File: config.mk
export PLATFORM = sky130hd
export DESIGN_NAME = id_operand_stage
export DESIGN_NICKNAME = d
export VERILOG_FILES = /design/src/rtl/riscv_pkg.sv /design/src/rtl/operand_fwd_mux.sv /design/src/rtl/id_operand_stage.sv
export SDC_FILE = /design/constraint.sdc
export NUM_CORES = 1
export LEC_CHECK = 0
export CAP_MARGIN = 20
export CORE_AREA = 2 2 169 171
export DETAILED_ROUTE_END_ITERATION = 7
export DIE_AREA = 0 0 171 173
export PLACE_DENSITY = 0.72
export SETUP_SLACK_MARGIN = 0.15
export SYNTH_ARGS = -nofsm -noshare
export SYNTH_HDL_FRONTEND = slang
export SYNTH_SLANG_ARGS = --single-unit
File: constraint.sdc
create_clock -name clk -period 7.21 [get_ports clk]
set_input_delay 1.442 -clock clk [delete_from_list [all_inputs] [get_ports clk]]
set_output_delay 1.442 -clock clk [all_outputs]
set_load 0.005 [all_outputs]
File: src/rtl/riscv_pkg.sv
// riscv_pkg: shared widths, register-index constants and control-bundle field offsets.
//   XLEN    - datapath width
//   CTRL_W  - width of the opaque decoded control bundle
//   REG_X0  - hard-wired zero register index
//   CTRL_*  - field offsets/widths inside the control bundle (interpreted by EX)
package riscv_pkg;
   localparam int XLEN = 32;
   localparam int CTRL_W = 16;
   localparam logic [4:0] REG_X0 = 5'd0;
   localparam int CTRL_ALU_OP_LSB = 0;
   localparam int CTRL_ALU_OP_W = 4;
   localparam int CTRL_USE_IMM_BIT = 4;
   localparam int CTRL_REG_WE_BIT = 5;
   localparam int CTRL_MEM_WE_BIT = 6;
   localparam int CTRL_BRANCH_BIT = 7;
   localparam int CTRL_JUMP_BIT = 8;
   localparam int CTRL_MEM_SIZE_LSB = 9;
   localparam int CTRL_MEM_SIZE_W = 2;
   localparam int CTRL_MEM_UNSIGNED_BIT = 11;
endpackage

File: src/rtl/operand_fwd_mux.sv
// operand_fwd_mux: resolves one source operand from x0, MEM bypass, WB bypass or register file.
//   idx                       - source register index
//   rf_data                   - register-file read data for idx
//   mem_we/mem_wa/mem_wd      - MEM-stage pending write
//   mem_is_load               - MEM-stage result is a load (data not yet available)
//   wb_we/wb_wa/wb_wd         - WB-stage write, same cycle as the reg_file write
//   operand                   - resolved operand value
module operand_fwd_mux
   import riscv_pkg::*;
#(
   parameter int W = XLEN
) (
   input  logic [4:0]   idx,
   input  logic [W-1:0] rf_data,
   input  logic         mem_we,
   input  logic [4:0]   mem_wa,
   input  logic [W-1:0] mem_wd,
   input  logic         mem_is_load,
   input  logic         wb_we,
   input  logic [4:0]   wb_wa,
   input  logic [W-1:0] wb_wd,
   output logic [W-1:0] operand
);
   logic nz, mem_hit, wb_hit;
   // idx != x0 also blocks forwarding of writes addressed to x0
   assign nz = idx != REG_X0;
   assign mem_hit = nz && mem_we && mem_wa == idx && !mem_is_load;
   // WB write lands in reg_file only at the edge, so bypass it this cycle
   assign wb_hit = nz && wb_we && wb_wa == idx;
   always_comb
      operand = !nz ? '0 : mem_hit ? mem_wd : wb_hit ? wb_wd : rf_data;
endmodule

File: src/rtl/id_operand_stage.sv
// id_operand_stage: operand fetch with MEM/WB bypass, RAW hazard stall and ID/EX register.
//   clk, rst (async, active-high), flush (squash ID/EX and incoming beat)
//   in_*            - decoded instruction with valid/ready handshake
//   rf_ra*/rf_rd*   - register-file read ports
//   mem_*/wb_*      - in-flight results for bypass/hazard detection
//   out_*           - registered ID/EX payload with valid/ready handshake
//   stall_cnt       - saturating count of hazard-stall cycles
module id_operand_stage
   import riscv_pkg::*;
#(
   parameter int XLEN = riscv_pkg::XLEN,
   parameter int CTRL_W = riscv_pkg::CTRL_W
) (
   input  logic              clk,
   input  logic              rst,
   input  logic              flush,
   input  logic              in_valid,
   output logic              in_ready,
   input  logic [XLEN-1:0]   in_pc,
   input  logic [4:0]        in_rs1,
   input  logic [4:0]        in_rs2,
   input  logic [4:0]        in_rd,
   input  logic [XLEN-1:0]   in_imm,
   input  logic [CTRL_W-1:0] in_ctrl,
   input  logic              in_mem_rd,
   output logic [4:0]        rf_ra1,
   output logic [4:0]        rf_ra2,
   input  logic [XLEN-1:0]   rf_rd1,
   input  logic [XLEN-1:0]   rf_rd2,
   input  logic              mem_we,
   input  logic [4:0]        mem_wa,
   input  logic [XLEN-1:0]   mem_wd,
   input  logic              mem_is_load,
   input  logic              wb_we,
   input  logic [4:0]        wb_wa,
   input  logic [XLEN-1:0]   wb_wd,
   output logic              out_valid,
   input  logic              out_ready,
   output logic [XLEN-1:0]   out_pc,
   output logic [XLEN-1:0]   out_op1,
   output logic [XLEN-1:0]   out_op2,
   output logic [XLEN-1:0]   out_imm,
   output logic [4:0]        out_rd,
   output logic [CTRL_W-1:0] out_ctrl,
   output logic              out_mem_rd,
   output logic [31:0]       stall_cnt
);
   logic [XLEN-1:0] op1, op2;
   logic            hz1, hz2, hazard, adv, take;
   assign rf_ra1 = in_rs1;
   assign rf_ra2 = in_rs2;
   operand_fwd_mux #(.W(XLEN)) u_fwd1 (
      .idx(in_rs1), .rf_data(rf_rd1),
      .mem_we(mem_we), .mem_wa(mem_wa), .mem_wd(mem_wd), .mem_is_load(mem_is_load),
      .wb_we(wb_we), .wb_wa(wb_wa), .wb_wd(wb_wd), .operand(op1)
   );
   operand_fwd_mux #(.W(XLEN)) u_fwd2 (
      .idx(in_rs2), .rf_data(rf_rd2),
      .mem_we(mem_we), .mem_wa(mem_wa), .mem_wd(mem_wd), .mem_is_load(mem_is_load),
      .wb_we(wb_we), .wb_wa(wb_wa), .wb_wd(wb_wd), .operand(op2)
   );
   // Unbypassable: producer still in EX, or a load whose data is not back until WB
   assign hz1 = in_rs1 != REG_X0 &&
                ((out_valid && out_rd == in_rs1) || (mem_we && mem_is_load && mem_wa == in_rs1));
   assign hz2 = in_rs2 != REG_X0 &&
                ((out_valid && out_rd == in_rs2) || (mem_we && mem_is_load && mem_wa == in_rs2));
   assign hazard = in_valid && (hz1 || hz2);
   assign adv = !out_valid || out_ready;
   assign take = adv && in_valid && !hazard;
   assign in_ready = adv && !hazard && !flush;
   always_ff @(posedge clk or posedge rst) begin
      if (rst) begin
         out_valid  <= 1'b0;
         out_pc     <= '0;
         out_op1    <= '0;
         out_op2    <= '0;
         out_imm    <= '0;
         out_rd     <= '0;
         out_ctrl   <= '0;
         out_mem_rd <= 1'b0;
      end else if (flush) begin
         out_valid <= 1'b0;
      end else if (adv) begin
         out_valid <= take;
         if (take) begin
            out_pc     <= in_pc;
            out_op1    <= op1;
            out_op2    <= op2;
            out_imm    <= in_imm;
            out_rd     <= in_rd;
            out_ctrl   <= in_ctrl;
            out_mem_rd <= in_mem_rd;
         end
      end
   end
   always_ff @(posedge clk or posedge rst) begin
      if (rst)
         stall_cnt <= '0;
      else if (hazard && !flush && stall_cnt != 32'hFFFF_FFFF)
         stall_cnt <= stall_cnt + 32'd1;
   end
endmodule

==> impl_summary.txt, run 1 <==
----------------------------------------------------
[Outcome]
  Outcome ... complete, no violations

[Job]
  Max-Cap Viols ... 0

[Setup path]
  Cell with the biggest individual delay on the critical path ... sky130_fd_sc_hd__or4_1
  Kind of cell with the highest combined delay on the critical path ... simple AND/OR/NAND/NOR gates
  Critical Path End Type ... output port
  Worst Setup Start Kind ... input pin
  Slowest cell delay on critical path ... 0.65 ns
  WP data required ... 5.77 ns
  CP Max Fanout ... 6
  Kind of critical path ... in -> out
  Cell breakdown of the critical path ... clkdlybuf4s50_1, or4_1, nor2_4, or4_1, nand2_1, or2_2, a21oi_1, clkdlybuf4s50_1
  Data arrival at the endpoint of the critical path ... 4.09 ns
  Number of buffer and inverter instances along the worst setup path ... 2

[STA]
  Worst-case setup margin in the final layout ... 1.68 ns
  Relative slew slack ... 0.379
  Period utilization ... 0.768
  Shortest period the worst path allows ... 5.53 ns
  Setup violators final ... 0
  Final hold vios ... 0
  Measured slew at the worst slew-check pin ... 0.924 ns
  Unrepaired setup endpoints after global routing ... false
  Final hold slack ... 0.495 ns
  Largest clock skew in the final design ... 0.0141 ns
  Final-report max-slew violation count ... 0
  FMAX ... 181 MHz
  Final setup TNS ... 0 ns

[Clock tree]
  Clock transition at the register clock pins on the worst setup and hold paths after CTS ... 0.08 ns
  Total setup buffers inserted after CTS ... 0
  Clock root cell ... sky130_fd_sc_hd__clkbuf_16
  Number of levels in the clock H-tree ... 4
  Clk sink count ... 183
  Number of buffers created by CTS ... 17
  Worst-Skew Late Latency ... 0.43 ns
  Hold bufs inserted after CTS ... 0
  Clock tree from TritonCTS ... yes
  Count of cells resized by post-cts repair ... 0
  Maximum count of clock buffers along a single path ... 2

[Routing]
  Detailed-router iteration count before antenna repair ... 4
  Final antenna-violating net count ... 0
  Post-detailed-route via-to-cell ratio ... 4.91
  Routed WL ... 31,400 um
  Remaining DRCs ... 0
  Number of design-rule violations left by the first detailed-router iteration ... 355
  Drt wl/cell ... 20.0 um
  DR vias ... 7,712

[Logic synthesis]
  Most numerous cell types in the synthesized netlist ... 183 x sky130_fd_sc_hd__dfrtp_1, 89 x sky130_fd_sc_hd__mux2_4, 75 x sky130_fd_sc_hd__nor2_1
  Count of unique library cells instantiated by Yosys ... 37
  Post-synthesis sequential element count ... 183
  Cell types with the largest area share after synthesis ... sky130_fd_sc_hd__dfrtp_1 48%, sky130_fd_sc_hd__mux2_4 14%, sky130_fd_sc_hd__mux2_2 7.6%, sky130_fd_sc_hd__mux2i_1 6.7%, sky130_fd_sc_hd__a211oi_1 5.0%
  Post-synth EDFFs ... 0
  Synth async-reset ratio ... 1.00
  Sequential-to-total area share from yosys stat ... 0.478
  Main synth FF type ... sky130_fd_sc_hd__dfrtp_1
  Cell type with the largest total area after synthesis ... sky130_fd_sc_hd__dfrtp_1
  Cell count after synthesis ... 769
  Top-count cell post-synth ... sky130_fd_sc_hd__dfrtp_1
  Mapped Area ... 9590 um^2
  Total nets after synthesis ... 1,012
  Share of Yosys cell area claimed by the top area cell type ... 0.478
  Mean instance size in the synthesized netlist ... 12.5 um^2
  YS warnings ... 0

[Global routing]
  Pin count of the biggest net entering global routing ... 97
  Total global routing overflow ... 0
  Via count of the first global-routing pass ... 8,161
  Number of antenna violations at the first check in global routing ... 2
  All-Layer GR Usage ... 0.210
  First-pass GRT wire length ... 47,900 um

[Layout]
  Ratio of cells with drive above 1 in the final layout ... 0.176
  Area growth from synthesis to layout ... 54.2%
  Nets@finish ... 1,420

[Power and ir drop]
  Worst ir drop on vdd ... 158 uV
  Leakage ... 5.96 nW
  Power per unit of standard cell area ... 219 nW/um^2

[Floorplan]
  Std-Cell Core Area ... 27,600 um^2
  Row cnt ... 61
  Initial standard-cell utilization of the core ... 0.347
  Die Area ... 29,600 um^2
  IO Pins ... 436
  Die span in x ... 171 um
  Die Y ... 173 um

[Place]
  Detailed Place HPWL ... 22,800 um
  Total of buffers placed on input and output ports ... 435
  GP Congestion ... 0.793
  Worst slack after detailed placement ... 1.67 ns

[Worst hold path]
  Worst min-delay path category ... reg -> reg

----------------------------------------------------
==> cell usage in the layout, fill, tap and decap left out, types with 2 or more instances in the layout <==
master	instances
sky130_fd_sc_hd__a211oi_1	64
sky130_fd_sc_hd__and3_1	3
sky130_fd_sc_hd__buf_12	2
sky130_fd_sc_hd__buf_4	10
sky130_fd_sc_hd__clkbuf_16	17
sky130_fd_sc_hd__clkdlybuf4s50_1	435
sky130_fd_sc_hd__clkinv_4	5
sky130_fd_sc_hd__dfrtp_1	183
sky130_fd_sc_hd__diode_2	3
sky130_fd_sc_hd__inv_1	3
sky130_fd_sc_hd__inv_6	3
sky130_fd_sc_hd__inv_8	4
sky130_fd_sc_hd__mux2_2	65
sky130_fd_sc_hd__mux2_4	89
sky130_fd_sc_hd__mux2i_1	64
sky130_fd_sc_hd__nand2_1	20
sky130_fd_sc_hd__nand2b_1	3
sky130_fd_sc_hd__nand2b_2	2
sky130_fd_sc_hd__nand3_1	18
sky130_fd_sc_hd__nand4_1	11
sky130_fd_sc_hd__nor2_1	75
sky130_fd_sc_hd__nor2_4	3
sky130_fd_sc_hd__nor2b_1	2
sky130_fd_sc_hd__nor3_1	7
sky130_fd_sc_hd__nor3b_1	3
sky130_fd_sc_hd__nor4_1	11
sky130_fd_sc_hd__nor4_4	2
sky130_fd_sc_hd__nor4b_1	3
sky130_fd_sc_hd__o21ai_0	2
sky130_fd_sc_hd__or4_1	8
sky130_fd_sc_hd__xnor2_1	24
sky130_fd_sc_hd__xor2_1	34
==> cells by family (layout without fill, tap and decap cells) <==
kind of cell / count (synthesis) / count (layout) / synth area share
other: 0 / 3 / 0
XOR/XNOR: 58 / 58 / 0.0530
AND/OR/NAND/NOR: 178 / 178 / 0.0941
adder cells (fa/ha/maj): 1 / 1 / 0.00130
buffers and inverters: 62 / 483 / 0.0382
flip-flops: 183 / 183 / 0.478
multiplexers: 218 / 218 / 0.282
AO/OA/AOI/OAI: 69 / 69 / 0.0534
==> layer usage <==
| layer | track usage | share of wire | up-vias |
|---|---|---|---|
| li1 | - | - | 3580 |
| met1 | 0.257 | 0.41 | 3825 |
| met2 | 0.357 | 0.50 | 279 |
| met3 | 0.0671 | 0.079 | 28 |
| met4 | 0.0572 | 0.016 | 0 |
| met5 | 0 | 0 | - |
==> state kept, by name (all words and copies together), names as in the netlist <==
register and cells:
out_pc 32, out_mem_rd 1, out_op1 32, out_imm 32
stall_cnt 32, out_valid 1, out_rd 5, out_op2 32
out_ctrl 16
==> report_power, final <==
group	internal [mW]	total [mW]	switching, mW	leakage [nW]
registers	1.21	1.33	0.116	2.21
logic	0.679	0.979	0.300	3.48
clock network	0.460	0.929	0.469	0.276
==> metrics by stage <==
stage / util / power (mW) / instance area, um^2 / instances
finish: 0.535 / 3.24 / 14800 / 1571
global route: 0.535 / 3.39 / 14800 / 1570
CTS: 0.535 / 3.27 / 14800 / 1568
detailed placement: 0.515 / 2.33 / 14200 / 1536
global placement: 0.515 / 2.32 / 14200 / 1536
floorplan: - / 1.70 / 9590 / 769
==> layout make-up <==
class | instances | area (um^2)
Antenna cell | 3 | 7.51
Clock buffer | 18 | 429
Clock inverter | 14 | 135
Fill cell | 2463 | 12800
Inverter | 4 | 20.0
Multi-Input combinational cell | 524 | 4680
Sequential cell | 183 | 4580
Tap cell | 378 | 473
Timing Repair Buffer | 447 | 4470
==> worst reg2reg max path: stages (launching register included) <==
cell and delay, ns:
sky130_fd_sc_hd__dfrtp_1 0.47, sky130_fd_sc_hd__xnor2_1 0.17, sky130_fd_sc_hd__nand4_1 0.10, sky130_fd_sc_hd__or4_1 0.11
sky130_fd_sc_hd__nand2_1 0.09, sky130_fd_sc_hd__nor2_4 0.51, sky130_fd_sc_hd__and3_4 0.82, sky130_fd_sc_hd__buf_12 0.48
sky130_fd_sc_hd__mux2_2 0.45
==> final timing paths <==
check	from	cells after the start	endpoint	slack (ns)
min in group asynchronous	rst	2	out_ctrl[4]	1.54
hold reg to reg	stall_cnt[29]	1	stall_cnt[29]	0.50
hold / removal	stall_cnt[29]	1	stall_cnt[29]	0.50
setup reg to reg	out_rd[3]	8	out_pc[3]	3.91
setup / recovery	in_rs1[1]	8	in_ready	1.68
max in group asynchronous	rst	3	stall_cnt[0]	4.34
Power figures use the tool's default switching activity.
==> run 2: changes to the inputs <==
Clock period 7.21 ns to 5.2 ns, I/O delays scaled along.
==> impl_summary.txt, run 2 (synthesis gave the netlist of run 1 again) <==
----------------------------------------------------
[Clock tree]
  Clock tree from TritonCTS ... yes
  Maximum count of clock buffers along a single path ... 2 (unchanged)
  Clk sink count ... 183 (unchanged)
  Hold bufs inserted after CTS ... 0 (unchanged)
  Number of levels in the clock H-tree ... 4 (unchanged)
  Clock transition at the register clock pins on the worst setup and hold paths after CTS ... 0.08 ns (about the same)
  Clock root cell ... sky130_fd_sc_hd__clkbuf_16
  Total setup buffers inserted after CTS ... 0 (unchanged)
  Worst-Skew Late Latency ... 0.43 ns (about the same)
  Number of buffers created by CTS ... 17 (unchanged)
  Count of cells resized by post-cts repair ... 0 (unchanged)

[STA]
  Period utilization ... 0.934
  Final setup TNS ... 0 ns (unchanged)
  Measured slew at the worst slew-check pin ... 0.999 ns (+0.0744 ns)
  Largest clock skew in the final design ... 0.0139 ns (-0.000146 ns)
  FMAX ... 206 MHz
  Shortest period the worst path allows ... 4.86 ns
  Final-report max-slew violation count ... 0 (unchanged)
  Final hold vios ... 0 (unchanged)
  Unrepaired setup endpoints after global routing ... false
  Setup violators final ... 0 (unchanged)
  Relative slew slack ... 0.329 (-0.0500)

[Global routing]
  Number of antenna violations at the first check in global routing ... 0 (-2)
  First-pass GRT wire length ... 48,800 um (+1.8%)
  Pin count of the biggest net entering global routing ... 113 (+16%)
  All-Layer GR Usage ... 0.215 (+0.00412)
  Total global routing overflow ... 0 (unchanged)
  Via count of the first global-routing pass ... 8,257 (+1.2%)

[Routing]
  Drt wl/cell ... 20.2 um (+1.0%)
  Routed WL ... 31,800 um (+1.3%)
  Remaining DRCs ... 0 (unchanged)
  Detailed-router iteration count before antenna repair ... 6 (+2)
  Final antenna-violating net count ... 0 (unchanged)
  Post-detailed-route via-to-cell ratio ... 4.91 (about the same)
  Number of design-rule violations left by the first detailed-router iteration ... 274 (-23%)
  DR vias ... 7,734 (+0.29%)

[Floorplan]
  Row cnt ... 61 (unchanged)
  Std-Cell Core Area ... 27,600 um^2 (unchanged)
  Die Y ... 173 um (unchanged)
  Die Area ... 29,600 um^2 (unchanged)
  Initial standard-cell utilization of the core ... 0.347 (unchanged)
  IO Pins ... 436 (unchanged)
  Die span in x ... 171 um (unchanged)

[Setup path]
  WP data required ... 4.16 ns (-1.61 ns)
  Kind of critical path ... in -> out
  Worst Reg2Reg Path Length in Cells ... 7 (-1)
  Startpoint of the most critical register-to-register path ... stall_cnt[12]
  CP Max Fanout ... 6 (unchanged)
  Worst Setup Start Kind ... input pin
  Flop2flop setup slack ... 2.26 ns (-1.65 ns)
  Critical Path End Type ... output port
  Data arrival at the endpoint of the critical path ... 3.82 ns (-0.27 ns)
  Reg2reg end ... stall_cnt[17]

[Power and ir drop]
  Clock group share of total power ... 0.288 (about the same)
  Leakage ... 6.00 nW (+0.72%)
  Worst ir drop on vdd ... 205 uV (+30%)
  Sequential cell fraction of total power ... 0.409 (about the same)
  Part of the power in combinational logic ... 0.303 (about the same)
  Internal Dissipation ... 3.28 mW (+39%)
  Overall power after layout ... 4.50 mW (+39%)
  Fraction of power spent switching nets ... 0.272 (-0.00174)
  Power per unit of standard cell area ... 303 nW/um^2 (+38%)
  Switching power of the nets ... 1.22 mW (+38%)

[Layout]
  Leading cell type in the layout, fill and taps excluded ... sky130_fd_sc_hd__clkdlybuf4s50_1
  Footprint of the flip-flops and latches ... 4580 um^2 (unchanged)
  Ratio of cells with drive above 1 in the final layout ... 0.181 (+0.00482)
  Most frequent cells in the layout ... 435 x sky130_fd_sc_hd__clkdlybuf4s50_1, 183 x sky130_fd_sc_hd__dfrtp_1, 89 x sky130_fd_sc_hd__mux2_4, 75 x sky130_fd_sc_hd__nor2_1, 65 x sky130_fd_sc_hd__mux2_2
  Footprint of the multi-input gates ... 4680 um^2 (unchanged)
  Filler cell count in the final layout ... 2,421 (-1.7%)
  Area growth from synthesis to layout ... 55.1%
  Nets@finish ... 1,427 (+0.49%)

[Place]
  Total of buffers placed on input and output ports ... 435 (unchanged)
  GP Congestion ... 0.836 (+5.4%)
  Detailed Place HPWL ... 23,600 um (+3.5%)

[Job]
  Max-Cap Viols ... 0 (unchanged)

[Worst hold path]
  Hold path endpoint ... stall_cnt[29]
  Hold-critical path depth ... 1 (unchanged)
  Worst min-delay path category ... reg -> reg
  Worst min-delay path startpoint ... stall_cnt[29]

[Outcome]
  Outcome ... complete, no violations

----------------------------------------------------
## run 2: routing by layer
layer  track usage  part of all wire  vias up
met3        0.0588             0.070       52
met2         0.364              0.50      296
met4        0.0869             0.034        0
met1         0.255              0.40     3788
li1              -                 -     3598
met5             0                 0        -
## run 2: final cells by class
type,instances,share of cell area
flip-flops and latches,183,0.308
clock inverters,13,0.00900
well taps,378,0.0318
diodes,1,0.000168
clock buffers,19,0.0298
repair buffers,454,0.306
multi-input cells,524,0.314
inverters,4,0.00126
## run 2: worst max path at each step
stage	from	end	slack [ns]	cells after the start
2_1_floorplan	in_rs1[1]	in_ready	1.57	7
3_3_place_gp	in_rs2[2]	in_ready	0.35	8
3_5_place_dp	in_rs2[1]	in_ready	0.36	8
4_1_cts	in_rs2[1]	in_ready	0.35	8
5_1_grt	in_rs2[2]	in_ready	0.28	8
6_report	in_rs2[1]	in_ready	0.34	8
## run 2: per-stage QoR
stage | util | setup WS [ns] | instance area, um^2 | std cells | hold WS, ns
floorplan | - | 1.57 | 9590 | 769 | 0.477
global placement | 0.517 | 0.355 | 14300 | 1543 | 0.486
detailed placement | 0.517 | 0.360 | 14300 | 1543 | 0.478
CTS | 0.538 | 0.353 | 14900 | 1575 | 0.495
global route | 0.538 | 0.279 | 14900 | 1575 | 0.520
finish | 0.538 | 0.344 | 14900 | 1576 | 0.489
## run 2: critical path, cell delays in order
cell and delay, ns:
sky130_fd_sc_hd__clkdlybuf4s50_1 0.59, sky130_fd_sc_hd__or4_1 0.64, sky130_fd_sc_hd__nor2_4 0.20, sky130_fd_sc_hd__or4_1 0.15
sky130_fd_sc_hd__nand2_1 0.09, sky130_fd_sc_hd__or2_2 0.40, sky130_fd_sc_hd__a21oi_1 0.17, sky130_fd_sc_hd__clkdlybuf4s50_1 0.52
## run 2: power by group through the flow
stage | clock [mW] | sequential, mW | combinational (mW)
after floorplan | 0 | 1.87 | 0.496
after CTS | 1.33 | 1.84 | 1.38
after global routing | 1.39 | 1.88 | 1.45
final | 1.30 | 1.84 | 1.36
after global placement | 0 | 1.85 | 1.37
after detailed placement | 0 | 1.86 | 1.38
